### src/rtl/param_shift_register.sv
// WIDTH-bit universal shift register with a counted-rotate sequencer (BUSY/DONE handshake).
// Each Q bit lives in its own cell; the top only decides which neighbour every cell takes.

package psr_pkg;
  typedef enum logic [1:0] {SEL_KEEP, SEL_LO, SEL_HI, SEL_LOAD} sel_e;
  typedef enum logic [1:0] {ST_IDLE, ST_RUN, ST_FIN} seq_e;
  typedef enum logic [2:0] {
    M_HOLD    = 3'b000,
    M_SHIFT   = 3'b001,
    M_CIRC    = 3'b010,
    M_LOAD    = 3'b011,
    M_ARITH   = 3'b100,
    M_COUNTED = 3'b101
  } mode_e;

  // Per-edge move request shared by every bit cell
  typedef struct packed {
    sel_e sel;
    logic fill_lo;   // bit entering Q[0] on a left move
    logic fill_hi;   // bit entering Q[W-1] on a right move
    logic so_upd;
    logic so_val;
  } shift_ctl_t;
endpackage

module psr_bit_cell
  import psr_pkg::*;
(
  input  logic       CLK,
  input  logic       RST_N,
  input  logic       en,
  input  logic [1:0] sel,
  input  logic       lo_in,
  input  logic       hi_in,
  input  logic       d_in,
  output logic       q
);
  always_ff @(posedge CLK or negedge RST_N) begin
    if (!RST_N) begin
      q <= 1'b0;
    end else if (en) begin
      case (sel)
        SEL_LO:   q <= lo_in;
        SEL_HI:   q <= hi_in;
        SEL_LOAD: q <= d_in;
        default:  q <= q;
      endcase
    end
  end
endmodule

module param_shift_register
  import psr_pkg::*;
#(
  parameter int WIDTH = 4,
  parameter int CNT_W = 4
) (
  input  logic             CLK,
  input  logic             RST_N,
  input  logic             ENB,
  input  logic             DIR,
  input  logic             S_IN,
  input  logic [2:0]       MODO,
  input  logic [WIDTH-1:0] D,
  input  logic [CNT_W-1:0] CNT,
  input  logic             START,
  output logic [WIDTH-1:0] Q,
  output logic             S_OUT,
  output logic             BUSY,
  output logic             DONE
);
  seq_e             state, state_nxt;
  logic [CNT_W-1:0] rem, rem_nxt;
  logic             dir_l, dir_nxt;
  shift_ctl_t       ctl;
  logic [WIDTH-1:0] lo_nb, hi_nb;
  logic             so_dir, so_run;

  // Bit leaving the register for a one-position move; for rotates it is also the wrap-in bit
  assign so_dir = DIR   ? Q[0] : Q[WIDTH-1];
  assign so_run = dir_l ? Q[0] : Q[WIDTH-1];

  function automatic shift_ctl_t mv(input logic right, input logic fill, input logic so);
    mv = '{sel: (right ? SEL_HI : SEL_LO), fill_lo: fill, fill_hi: fill,
           so_upd: 1'b1, so_val: so};
  endfunction

  always_comb begin
    ctl       = '{sel: SEL_KEEP, fill_lo: 1'b0, fill_hi: 1'b0, so_upd: 1'b0, so_val: 1'b0};
    state_nxt = state;
    rem_nxt   = rem;
    dir_nxt   = dir_l;
    if (state == ST_RUN) begin
      // Mode inputs are ignored while a counted rotate is in flight
      ctl     = mv(dir_l, so_run, so_run);
      rem_nxt = rem - CNT_W'(1);
      if (rem == CNT_W'(1)) state_nxt = ST_FIN;
    end else begin
      if (state == ST_FIN) state_nxt = ST_IDLE;
      case (MODO)
        M_SHIFT:   ctl = mv(DIR, S_IN, so_dir);
        M_CIRC:    ctl = mv(DIR, so_dir, so_dir);
        M_LOAD:    ctl.sel = SEL_LOAD;
        M_ARITH:   ctl = mv(DIR, DIR ? Q[WIDTH-1] : 1'b0, so_dir);
        M_COUNTED: begin
          // FIN does not accept a new start; it only drains back to IDLE
          if (START && state == ST_IDLE) begin
            if (CNT != '0) begin
              state_nxt = ST_RUN;
              rem_nxt   = CNT;
              dir_nxt   = DIR;
            end else begin
              state_nxt = ST_FIN;
            end
          end
        end
        default: ;
      endcase
    end
  end

  assign lo_nb = {Q[WIDTH-2:0], ctl.fill_lo};
  assign hi_nb = {ctl.fill_hi, Q[WIDTH-1:1]};

  for (genvar i = 0; i < WIDTH; i++) begin : g_bit
    psr_bit_cell u_cell (
      .CLK   (CLK),
      .RST_N (RST_N),
      .en    (ENB),
      .sel   (ctl.sel),
      .lo_in (lo_nb[i]),
      .hi_in (hi_nb[i]),
      .d_in  (D[i]),
      .q     (Q[i])
    );
  end

  always_ff @(posedge CLK or negedge RST_N) begin
    if (!RST_N) begin
      state <= ST_IDLE;
      rem   <= '0;
      dir_l <= 1'b0;
      S_OUT <= 1'b0;
    end else if (ENB) begin
      state <= state_nxt;
      rem   <= rem_nxt;
      dir_l <= dir_nxt;
      if (ctl.so_upd) S_OUT <= ctl.so_val;
    end
  end

  // Flags decode the registered state, so a stalled FIN keeps DONE high
  assign BUSY = (state == ST_RUN);
  assign DONE = (state == ST_FIN);
endmodule

### config.mk
export PLATFORM = sky130hd
export DESIGN_NAME = param_shift_register
export DESIGN_NICKNAME = d
export VERILOG_FILES = /design/src/rtl/param_shift_register.sv
export SDC_FILE = /design/constraint.sdc
export NUM_CORES = 1
export LEC_CHECK = 0
export BUFFER_PORTS_ARGS = -buffer_cell sky130_fd_sc_hd__buf_2
export CORE_UTILIZATION = 48
export CTS_BUF_LIST = sky130_fd_sc_hd__clkbuf_8 sky130_fd_sc_hd__clkbuf_16
export DETAILED_ROUTE_END_ITERATION = 10
export GPL_ROUTABILITY_DRIVEN = 0
export HOLD_SLACK_MARGIN = 0.1
export MAX_ROUTING_LAYER = met4
export PLACE_DENSITY = 0.75
export RECOVER_POWER = 100
export SKIP_CTS_REPAIR_TIMING = 1
export SYNTH_ARGS = -nofsm -noshare
export SYNTH_HDL_FRONTEND = slang
export SYNTH_SLANG_ARGS = --single-unit
export TNS_END_PERCENT = 5
### constraint.sdc
create_clock -name CLK -period 1.7 [get_ports CLK]
set_clock_uncertainty 0.15 [all_clocks]
set_input_delay 0.51 -clock CLK [delete_from_list [all_inputs] [get_ports CLK]]
set_output_delay 0.51 -clock CLK [all_outputs]
set_load 0.02 [all_outputs]
=== Word-level counts from Yosys, hierarchy flattened ===
Cells that the tools add are included.

* Register bits after elaboration: 12
* Input port bits: 17
* Output and inout port bits: 7
* Word-level logic and storage cells: 57

* Add/subtract/negate cells: 1
* Equal/unequal tests: 12
* Multiplexer cells: 22
* Bitwise gates (word level): 1
* Reduce and logical (&&, ||, !) cells: 13

{| class="wikitable"
|+ Operators with widths
! operator !! number
|-
| $mux W2 || 8
|-
| $mux W4 || 4
|-
| $pmux W1 S3 || 4
|-
| $pmux W4 S3 || 1
|-
| $eq A2 B2 Y1 const B || 3
|-
| $eq A3 B2 Y1 const B || 2
|-
| $eq A3 B3 Y1 const B || 2
|-
| $mux W6 || 1
|-
| $reduce_and A2 Y1 || 3
|-
| $reduce_bool A2 Y1 || 3
|-
| $reduce_and A5 Y1 || 1
|-
| $eq A2 B1 Y1 const B || 2
|-
| $eq A4 B1 Y1 const B || 1
|-
| $pmux W2 S2 || 1
|-
| $reduce_and A4 Y1 || 1
|-
| $reduce_bool A4 Y1 || 1
|-
| $sub A4 B1 Y4 const B || 1
|-
| $eq A3 B1 Y1 const B || 1
|-
| $mux W1 || 3
|-
| $reduce_bool A3 Y1 || 1
|-
| $reduce_or A3 Y1 || 1
|-
| $logic_not A2 Y1 || 1
|-
| $ne A2 B1 Y1 const B || 1
|-
| $logic_and A1 B1 Y1 || 1
|-
| $not A1 Y1 || 1
|}

=== Longest topological paths before layout ===
Gate-level depths: netlist (run 1).

* Depth in word-level cells: 7
* Mapped depth: 6
* Mapped depth without buffers: 6

=== Modules after synthesis ===
From an unflattened synthesis (run 1), not the netlist that was laid out.

* Cells, all modules: 111
* Area, all modules: 957.2 um2

{| class="wikitable"
|+ Modules (own cells, without submodules)
! module !! times used !! cells each !! area an instance (um2) !! seq. area each (um2)
|-
| param_shift_register || 1 || 83 || 696.9 || 200.2
|-
| psr_bit_cell || 4 || 7 || 65.1 || 25.0
|}

=== Worst setup path before layout (run 1) ===
No wires, ideal clock.

* Path type: input to register
* From: in CNT[0]
* To: reg dir_l
* Setup time: 0.125 ns
* Arrival time: 1.614 ns
* Data required time: 1.425 ns
* Slack: -0.189 ns
* Stages: 4
* Cells stage by stage: or4_1 -> nor3b_2 -> nand2_1 -> mux2_2

* Longest elaborated chain between the ends: 2

{| class="wikitable"
|+ Ends and longest elaborated chain
! item !! RTL line !! RTL
|-
| start, declared || 65 || <nowiki>input logic [CNT_W-1:0] CNT,</nowiki>
|-
| $reduce_bool A4 Y1 || 108 || <nowiki>if (CNT != '0) begin</nowiki>
|-
| $reduce_and A5 Y1 (no source line) || n/a ||
|-
| end signal, assigned || 147 || <nowiki>dir_l <= dir_nxt;</nowiki>
|-
| end, declared || 74 || <nowiki>logic dir_l, dir_nxt;</nowiki>
|}

Every way passes these cells.
A chain may end at the register's enable or synchronous reset.

=== Worst setup path after layout (run 1) ===
* From: in MODO[1]
* To: reg g_bit[3].u_cell.q

* Longest elaborated chain between the ends: 7
* Elaborated cells on any way between the ends: 14

{| class="wikitable"
|+ Ends and longest elaborated chain
! item !! RTL line !! RTL
|-
| start, declared || 63 || <nowiki>input logic [2:0] MODO,</nowiki>
|-
| $eq A3 B3 Y1, or another cell as far along || 100 || <nowiki>case (MODO)</nowiki>
|-
| $reduce_or A3 Y1 (no source line) || n/a ||
|-
| $pmux W2 S2 || 100 ||
|-
| $mux W6 (*) || 93 || <nowiki>if (state == ST_RUN) begin</nowiki>
|-
| $eq A2 B1 Y1 / $eq A2 B2 Y1 (equally long branches) || 42 || <nowiki>case (sel)</nowiki>
|-
| $reduce_bool A3 Y1 (no source line) || n/a ||
|-
| $reduce_and A2 Y1 (no source line) || n/a ||
|-
| end signal, assigned || 43 || <nowiki>SEL_LO: q <= lo_in;</nowiki>
|-
| end signal, assigned || 44 || <nowiki>SEL_HI: q <= hi_in;</nowiki>
|-
| end signal, assigned || 45 || <nowiki>SEL_LOAD: q <= d_in;</nowiki>
|-
| end, declared || 36 || <nowiki>output logic q</nowiki>
|}

Every way passes the cells marked *; elsewhere a longest branch is shown, timed or not.

==> impl_metrics.py, run 1 <==
metrics = {
    "global_routing": {
        "grt_pass1_vias": 1021,
        "grt_start_max_net_pins": 14,
        "grt_overflow_total": 0,
        "antenna_found_initial": 0,
        "grtUsageTotal_pct": 24.4,
        "grt_pass1_wl_um": 4360,
    },
    "setup_path": {
        "crit_path_max_fanout": 7,
        "worstSetupPathType": "in -> reg",
        "end_kind": "register",
        "required_ns": 1.71,
        "startpoint": "MODO[1]",
        "r2r-start": "state[0]",
        "start_kind": "input pin",
        "cp.arrival_ns": 1.74,
    },
    "yosys": {
        "yosysUniqueCellTypes": 44,
        "synth.net_count": 144,
        "synth-seq-area-share_pct": 28.5,
        "yosys_warnings": 0,
        "synth_area_um2": 1050,
        "syn-instance-count": 125,
        "ys_ff_latch": 12,
        "synth_area_leaders": "dfrtp_1 (28%), o21ai_0 (7.1%), nand2_1 (3.9%)",
        "synth.avg_cell_area_um2": 8.44,
        "synth_flop_cell": "dfrtp_1",
        "synth_edf_count": 0,
        "ys_async_sr_fraction_pct": 100,
        "synth_top_area_share_pct": 28.5,
        "yosysTopAreaCell": "dfrtp_1",
    },
    "sta": {
        "period_minus_slack_ns": 1.74,
        "worst_pin_slew_ns": 0.682,
        "grt_setup_unrepaired": "true",
        "setup_slack_ns": -0.0375,
        "max_freq_mhz": 576,
        "final-hold-violation-count": 0,
        "setup-violations-final": 5,
        "slew_headroom_pct": 54.6,
        "maxSlewViolCount": 0,
        "period_share_pct": 102,
    },
    "die": {
        "dieWidth_um": 48.9,
        "rows": 16,
        "ios": 24,
        "die_area_um2": 2390,
        "floorplan.initialDensity_pct": 52.2,
        "die_height_um": 48.9,
        "core_um2": 2020,
    },
    "power_and_ir_drop": {
        "irDropWorstVdd_mv": 0.681,
        "p_leak_nw": 0.647,
        "power.density_nw_per_um2": 905,
        "power.total_mw": 1.27,
    },
    "finish": {
        "layout.nets": 185,
        "diodes": 0,
        "final_cells": 191,
        "fillers": 170,
        "drive_gt1_share_pct": 37.2,
        "postLayoutCellArea_um2": 1410,
        "syn2layout_area_growth_pct": 33.3,
    },
    "clock_tree": {
        "cts_tree": "built",
        "cts_root_buf": "clkbuf_8",
        "clk_latency_ns": 0.24,
        "cts_buffers": 3,
        "clk_pin_slew_worst_paths_ns": 0.05,
        "htreeDepth": 1,
        "cts_sinks": 12,
        "clk_path_buf_depth": 2,
    },
    "routing": {
        "wirelength_um": 2510,
        "drt_iter0_markers": 25,
        "vias": 1025,
        "via_per_inst": 5.37,
        "drtAntennaViolNets": 0,
        "dr.pass1.iters": 4,
        "wl_per_cell_um": 13.1,
        "drc_errors": 0,
    },
    "placement": {
        "io_buffers": 23,
        "dp_hpwl_um": 1910,
        "dp_cells": 184,
        "dpl_cell_area_um2": 1290,
    },
    "run": {
        "maxCapViolCount": 0,
    },
    "run_status": {
        "status": "finished, violations left",
        "violations": "setup timing",
    },
    "hold_path": {
        "min_from": "CNT[0]",
        "hold_path.class": "in -> reg",
    },
}
[routing by layer]
layer / wire [µm] / global-route usage, % / up-vias
met1: 1160 / 29.3 / 478
met5: 0 / - / -
met2: 1210 / 40.3 / 26
li1: - / - / 517
met4: 32 / 8.82 / 0
met3: 104 / 4.98 / 4
[critical path, cell delays in order]
cell and delay [ns]:
buf_12 0.11, or2_4 0.26, a211oi_4 0.34, mux2i_2 0.13, nand3b_1 0.19, a32oi_1 0.20
[final timing paths]
path	slack, ns	to	depth (start not counted)
worst max-delay path	-0.04	g_bit[3].u_cell.q	6
worst min-delay path	0.37	rem[0]	3
worst max register to register	0.05	dir_l	4
worst min register to register	0.42	g_bit[2].u_cell.q	2
max in group asynchronous	0.30	rem[1]	2
min in group asynchronous	0.67	g_bit[0].u_cell.q	2
[sequential cells by signal, indices dropped and copies added (netlist names)]
name            cells
g_bit.u_cell.q      4
state               2
dir_l               1
S_OUT               1
rem                 4
[synthesized netlist by cell type, types with 3 or more instances]
cell       n
o21ai_0   15
nand2_1   11
a22oi_1    3
dfrtp_1   12
nand2b_1   3
mux2_2     3
buf_4      4
a21oi_1    8
nor2_1    10
buf_2      3
nor3_1     5
nor3b_1    3
inv_1      9
[power by group]
part	total, mW	internal, mW	leakage, nW	switching (mW)
logic	0.553	0.268	0.479	0.285
registers	0.466	0.375	0.147	0.0901
clock network	0.254	0.156	0.0216	0.0987
[final cells by class]
class	instances	area (µm²)	area share (%)
Multi-Input combinational cell	93	667	47.4
Timing Repair Buffer	46	324	23.0
Sequential cell	12	300	21.4
Clock buffer	3	41.3	2.94
Inverter	10	40.0	2.85
Tap cell	27	33.8	2.40
[kinds of logic after synthesis]
family	after synthesis	synth area share (%)
compound gates	41	27.0
xor+xnor	2	1.66
fa+ha+maj	3	3.44
buf+inv	20	10.3
flops	12	28.5
mux	4	4.51
simple gates	43	24.6
[placed cells by master (no fill, tap or decap), types with 3 or more instances in the layout]
master | Yosys | layout
nand2_1 | 11 | 10
buf_6 | 2 | 3
o21ai_1 | 1 | 4
dfrtp_1 | 12 | 12
a21oi_1 | 8 | 8
buf_2 | 3 | 11
nor3_1 | 5 | 5
clkbuf_1 | 1 | 4
a22oi_1 | 3 | 3
nor3b_1 | 3 | 3
inv_1 | 9 | 9
nor2_1 | 10 | 10
buf_4 | 4 | 24
clkbuf_8 | 0 | 3
o21ai_0 | 15 | 12
[metrics by stage]
stage                     TNS, ns  setup slack, ns  hold slack (ns)  util, %
final                      -0.117          -0.0375            0.370     69.6
after global routing       -0.860           -0.135            0.383     69.6
after CTS                  -0.443           -0.191        -0.000510     65.8
after detailed placement    -2.79           -0.325            0.259     63.7
after global placement      -2.43           -0.280            0.256     63.7
after floorplan            -0.825           -0.153           0.0644        -
(Power assumes the default switching activity.)
==> run 2, diff against run 1 <==
--- a/config.mk
+++ b/config.mk
@@ -5,14 +5,16 @@
 export SDC_FILE = /design/constraint.sdc
 export NUM_CORES = 1
 export LEC_CHECK = 0
+export ABC_AREA = 1
 export BUFFER_PORTS_ARGS = -buffer_cell sky130_fd_sc_hd__buf_2
-export CORE_UTILIZATION = 48
+export CAP_MARGIN = 20
+export CORE_UTILIZATION = 47
 export CTS_BUF_LIST = sky130_fd_sc_hd__clkbuf_8 sky130_fd_sc_hd__clkbuf_16
 export DETAILED_ROUTE_END_ITERATION = 10
 export GPL_ROUTABILITY_DRIVEN = 0
 export HOLD_SLACK_MARGIN = 0.1
 export MAX_ROUTING_LAYER = met4
-export PLACE_DENSITY = 0.75
+export PLACE_DENSITY = 0.74
 export RECOVER_POWER = 100
 export SKIP_CTS_REPAIR_TIMING = 1
 export SYNTH_ARGS = -nofsm -noshare
==> run 2 against run 1 <==
Effect of this change:
- the flow now finishes without violations
- non-clock buffer count is 8 lower
- worst hold slack worse by 0.029 ns
- global-route usage down 3.6 points
- combinational power fell by 6.1%
- clock-buffer cell count rose by 1
- fmax up 3.5%
- total power rose by 2.9%
- routed wire length decreased by 3.7%
- largest power group unchanged
==> impl_metrics.py, run 2 <==
metrics = {
    "yosys": {
        "ys_async_sr_fraction_pct": 100,
        "synth_top_area_share_pct": 29.5,
        "yosysUniqueCellTypes": 31,
        "synth-seq-area-share_pct": 29.5,
        "ys_ff_latch": 12,
        "synth.avg_cell_area_um2": 7.02,
        "syn-instance-count": 145,
        "synth_area_leaders": "dfrtp_1 (30%), nand3_1 (9.8%), nand2_1 (8.9%)",
        "yosysTopAreaCell": "dfrtp_1",
        "yosys.cell_count.top_type": "nand2_1",
        "netlist_top_cells_count": "nand2_1 (24), nor2_1 (21), nand3_1 (20)",
        "synth.net_count": 164,
        "synth_area_um2": 1020,
        "synth_flop_cell": "dfrtp_1",
        "synth_edf_count": 0,
        "yosys_warnings": 0,
    },
    "die": {
        "ios": 24,
        "rows": 16,
        "core_um2": 2000,
        "die_area_um2": 2350,
        "dieWidth_um": 48.5,
        "die_height_um": 48.5,
        "floorplan.initialDensity_pct": 50.8,
    },
    "finish": {
        "ff_latch_area_um2": 302,
        "top_regs": "g_bit.u_cell.q x4, rem x4, state x2",
        "layout_common_cells": "nand2_1 (23), nand3_1 (18), nor2_1 (17), buf_2 (17), buf_4 (16)",
        "multi_input_area_um2": 648,
        "layout.nets": 202,
        "final_common_cell": "nand2_1",
        "final_cells": 209,
        "drive_gt1_share_pct": 38.5,
        "syn2layout_area_growth_pct": 33.0,
        "fillers": 198,
        "diodes": 0,
    },
    "global_routing": {
        "grt_pass1_wl_um": 3740,
        "grtUsageTotal_pct": 20.8,
        "grt_start_max_net_pins": 15,
        "antenna_found_initial": 0,
        "grt_pass1_vias": 865,
        "grt_overflow_total": 0,
    },
    "run": {
        "maxCapViolCount": 0,
    },
    "power_and_ir_drop": {
        "power.density_nw_per_um2": 969,
        "p_int_uw": 787,
        "netSwitchingPower_uw": 523,
        "pwr-share-seq_pct": 36.8,
        "p_comb_share_pct": 39.6,
        "irDropWorstVdd_mv": 0.751,
        "p_clk_share_pct": 23.6,
        "swShare_pct": 39.9,
        "p_leak_nw": 0.681,
    },
    "setup_path": {
        "required_ns": 1.04,
        "cp.arrival_ns": 1.02,
        "crit_path_max_fanout": 8,
        "end_kind": "output port",
        "start_kind": "register",
        "worstSetupPathType": "reg -> out",
    },
    "routing": {
        "vias": 1063,
        "dr.pass1.iters": 4,
        "drt_iter0_markers": 27,
        "via_per_inst": 5.09,
        "wirelength_um": 2420,
        "drtAntennaViolNets": 0,
        "wl_per_cell_um": 11.6,
        "drc_errors": 0,
    },
    "clock_tree": {
        "cts_buffers": 3,
        "clk_pin_slew_worst_paths_ns": 0.05,
        "htreeDepth": 1,
        "cts_tree": "built",
        "cts_root_buf": "clkbuf_8",
        "cts_sinks": 12,
        "clk_latency_ns": 0.24,
        "clk_path_buf_depth": 2,
    },
    "placement": {
        "dp_hpwl_um": 1720,
        "io_buffers": 23,
        "dp_cells": 197,
    },
    "run_status": {
        "status": "finished clean",
    },
    "sta": {
        "grt_setup_unrepaired": "true",
        "maxSlewViolCount": 0,
        "tns_ns": 0,
        "setup-violations-final": 0,
        "worst_pin_slew_ns": 0.653,
        "period_minus_slack_ns": 1.68,
        "period_share_pct": 98.8,
        "max_freq_mhz": 595,
        "slew_headroom_pct": 56.5,
        "final-hold-violation-count": 0,
    },
    "hold_path": {
        "hold_path.class": "reg -> reg",
    },
}
## run 2: changes by cell type after synthesis, moves of 4 or more
cell | before | now
nand2_2 | 0 | 5
nand2_1 | 11 | 24
nand3_1 | 1 | 20
o21ai_0 | 15 | 6
inv_1 | 9 | 14
inv_2 | 1 | 5
nor2_1 | 10 | 21
## run 2: worst max-delay path, stage by stage (launching register included)
cell and delay [ns]:
dfrtp_2 0.44, nor2_8 0.19, buf_6 0.15
## run 2: cell type report
| cell class | count | area share, % |
|---|---|---|
| sequential | 12 | 22.3 |
| tap | 27 | 2.50 |
| timing repair buffer | 38 | 17.6 |
| multi-input combinational | 109 | 47.9 |
| clock buffer | 4 | 4.07 |
| inverter | 19 | 5.64 |
## run 2: final timing paths
check,slack (ns),end,startpoint,cells past startpoint
worst min register to register,0.34,S_OUT,S_OUT,1
worst min-delay path,0.34,S_OUT,S_OUT,1
worst max register to register,0.07,g_bit[2].u_cell.q,state[0],9
worst max-delay path,0.02,BUSY,state[1],2
max in group asynchronous,0.29,state[1],RST_N,2
min in group asynchronous,0.66,rem[2],RST_N,2
## run 2: cell families (layout without fill, tap and decap cells)
kind of cell / Yosys count / count (layout) / synth area share (%)
fa+ha+maj: 2 / 2 / 2.46
compound gates: 24 / 24 / 17.0
simple gates: 83 / 83 / 40.6
flops: 12 / 12 / 29.5
buf+inv: 24 / 61 / 10.5
## run 2: power groups by stage
stage	Sequential, mW	Clock [mW]	Combinational (mW)
CTS	0.474	0.313	0.480
finish	0.482	0.309	0.519
global route	0.493	0.328	0.586
global placement	0.473	0	0.469
detailed placement	0.479	0	0.477
floorplan	0.461	0	0.383
## run 2: metrics by stage
step	cell area [µm²]	hold WS, ns	utilization (%)	power [mW]	setup slack [ns]
3_5_place_dp	1180	0.253	59.1	0.956	-0.109
2_1_floorplan	1020	0.0644	-	0.843	0.153
5_1_grt	1350	0.358	67.6	1.41	-0.0336
6_report	1350	0.341	67.6	1.31	0.0207
4_1_cts	1240	-0.00281	61.9	1.27	-0.129
3_3_place_gp	1180	0.254	59.1	0.942	-0.0676
## run 2: routing by layer
metal,vias up,global-route usage [%],share of wire [%]
li1,556,-,-
met1,476,28.4,49
met2,26,33.1,47
met3,5,1.89,3.3
met4,0,5.88,1.1
met5,-,-,0
==> run 3, diff against run 2 <==
--- a/config.mk
+++ b/config.mk
@@ -7,7 +7,7 @@
 export LEC_CHECK = 0
 export ABC_AREA = 1
 export BUFFER_PORTS_ARGS = -buffer_cell sky130_fd_sc_hd__buf_2
-export CAP_MARGIN = 20
+export CAP_MARGIN = 15
 export CORE_UTILIZATION = 47
 export CTS_BUF_LIST = sky130_fd_sc_hd__clkbuf_8 sky130_fd_sc_hd__clkbuf_16
 export DETAILED_ROUTE_END_ITERATION = 10
@@ -16,6 +16,7 @@
 export MAX_ROUTING_LAYER = met4
 export PLACE_DENSITY = 0.74
 export RECOVER_POWER = 100
+export SETUP_SLACK_MARGIN = 0.5
 export SKIP_CTS_REPAIR_TIMING = 1
 export SYNTH_ARGS = -nofsm -noshare
 export SYNTH_HDL_FRONTEND = slang
==> run 3 against run 2 <==
Effect of this change:
- the flow now finishes with violations (setup timing)
- sequential power barely moved
- worst hold slack better by 0.0014 ns
- design area is 4.6% higher
- clock power up 3%
- die area is the same
- final cell count down 0.96%
- flip-flop and latch count stayed put
- routed wire length rose by 6.9%
- total power increased by 2.8%
- worst setup slack got worse by 0.051 ns
- largest cell class unchanged
==> impl_metrics.py, run 3 (synthesis results as in run 2) <==
metrics = {
    "hold_path": {
        "min_path_cells": 1,
        "hold_path_end": "S_OUT",
        "min_from": "S_OUT",
        "hold_path.class": "reg -> reg",
    },
    "die": {
        "core_um2": 2000,
        "rows": 16,
        "dieWidth_um": 48.5,
        "die_area_um2": 2350,
        "ios": 24,
        "floorplan.initialDensity_pct": 50.8,
        "die_height_um": 48.5,
    },
    "routing": {
        "drc_errors": 0,
        "dr.pass1.iters": 4,
        "drtAntennaViolNets": 0,
        "via_per_inst": 5.27,
        "drt_iter0_markers": 19,
        "vias": 1090,
        "wirelength_um": 2580,
        "wl_per_cell_um": 12.5,
    },
    "finish": {
        "final_core_util_pct": 70.7,
        "syn2layout_area_growth_pct": 39.1,
        "diodes": 0,
        "top_regs": "g_bit.u_cell.q x4, rem x4, state x2",
        "layout_common_cells": "nand2_1 (23), nor2_1 (18), buf_2 (15)",
        "final_common_cell": "nand2_1",
        "postLayoutCellArea_um2": 1420,
        "drive_gt1_share_pct": 40.0,
        "final_cells": 207,
        "layout.nets": 200,
    },
    "setup_path": {
        "critPathBufInv": 2,
        "r2r-start": "state[0]",
        "r2r_end": "g_bit[0].u_cell.q",
        "slowest_delay_ns": 0.46,
        "path_depth": 3,
        "start_kind": "register",
        "required_ns": 1.04,
        "worstSetupPathType": "reg -> out",
        "ff2ff_path_depth": 9,
        "crit_path_max_fanout": 4,
        "slowest_stage": "dfrtp_2",
        "cp.arrival_ns": 1.07,
        "rrSetupSlack_ns": 0.11,
        "end_kind": "output port",
        "crit_path_cell_trace": "inv_1 -> nor2_4 -> buf_6",
        "critPathTopFamily": "flip-flops",
    },
    "sta": {
        "grt_setup_unrepaired": "true",
        "period_share_pct": 102,
        "setup-violations-final": 1,
        "final-hold-violation-count": 0,
        "max_freq_mhz": 578,
        "maxSlewViolCount": 0,
        "worst_pin_slew_ns": 0.710,
        "period_minus_slack_ns": 1.73,
        "hold_ws_ns": 0.342,
        "setup_slack_ns": -0.0306,
        "slew_headroom_pct": 52.6,
        "tns_ns": -0.0306,
    },
    "power_and_ir_drop": {
        "power.total_mw": 1.35,
        "p_leak_nw": 0.692,
        "power.density_nw_per_um2": 951,
        "irDropWorstVdd_mv": 0.778,
    },
    "global_routing": {
        "antenna_found_initial": 0,
        "grt_pass1_vias": 958,
        "grt_start_max_net_pins": 15,
        "grt_pass1_wl_um": 4040,
        "gr-usage-met2_pct": 38.3,
        "grt_use_met3_pct": 3.14,
        "grt_overflow_total": 0,
        "busiest_layer": "met2",
        "grtUsageTotal_pct": 22.2,
        "use_met1_pct": 27.1,
    },
    "clock_tree": {
        "cts_root_buf": "clkbuf_8",
        "htreeDepth": 1,
        "clk_pin_slew_worst_paths_ns": 0.06,
        "cts_tree": "built",
        "cts_buffers": 3,
        "cts_sinks": 12,
        "clk_path_buf_depth": 2,
        "clk_latency_ns": 0.24,
    },
    "placement": {
        "place_ws_ns": -0.0985,
        "dp_cells": 195,
        "dpl_cell_area_um2": 1190,
        "io_buffers": 23,
        "dp_hpwl_um": 1790,
    },
    "run": {
        "maxCapViolCount": 0,
    },
    "run_status": {
        "violations": "setup timing",
        "status": "finished, violations left",
    },
}
[run 3: cell types whose count changed in the layout (fill, tap and decap cells not counted), sizes merged]
cell,previous run,this run
nor2,25,26
buf,34,31
[run 3: report_power, final]
group / total [mW] / switching, mW / internal (mW) / leakage (nW)
Combinational: 0.546 / 0.326 / 0.220 / 0.520
Sequential: 0.483 / 0.106 / 0.378 / 0.143
Clock: 0.317 / 0.112 / 0.205 / 0.0288
[run 3: worst max-delay path by stage]
| stage | from | end | slack (ns) |
|---|---|---|---|
| finish | state[1] | DONE | -0.03 |
| CTS | state[1] | BUSY | -0.14 |
| floorplan | MODO[1] | g_bit[3].u_cell.q | 0.19 |
| global placement | MODO[1] | g_bit[0].u_cell.q | -0.05 |
| global route | state[1] | DONE | -0.06 |
| detailed placement | MODO[0] | rem[1] | -0.1 |
[run 3: cell type report]
class | count | area (µm²)
clock buffers | 4 | 55.1
fillers | 164 | 587
well taps | 27 | 33.8
inverters | 19 | 78.8
multi-input cells | 110 | 702
flip-flops and latches | 12 | 302
repair buffers | 35 | 244
[run 3: layer usage]
metal | share of wire, % | vias to the layer above
met3 | 4.1 | 4
met4 | 1.4 | 0
li1 | - | 546
met5 | 0 | -
met1 | 43 | 505
met2 | 52 | 35
[run 3: worst register-to-register path, stage by stage, from the launching register on]
cell     delay [ns]
dfrtp_1        0.41
inv_4          0.09
nor2_8         0.06
a31oi_4        0.25
nand2_2        0.11
nand2_4        0.15
nand3_2        0.09
nand2_1        0.09
nor2_1         0.05
nor2_1         0.09
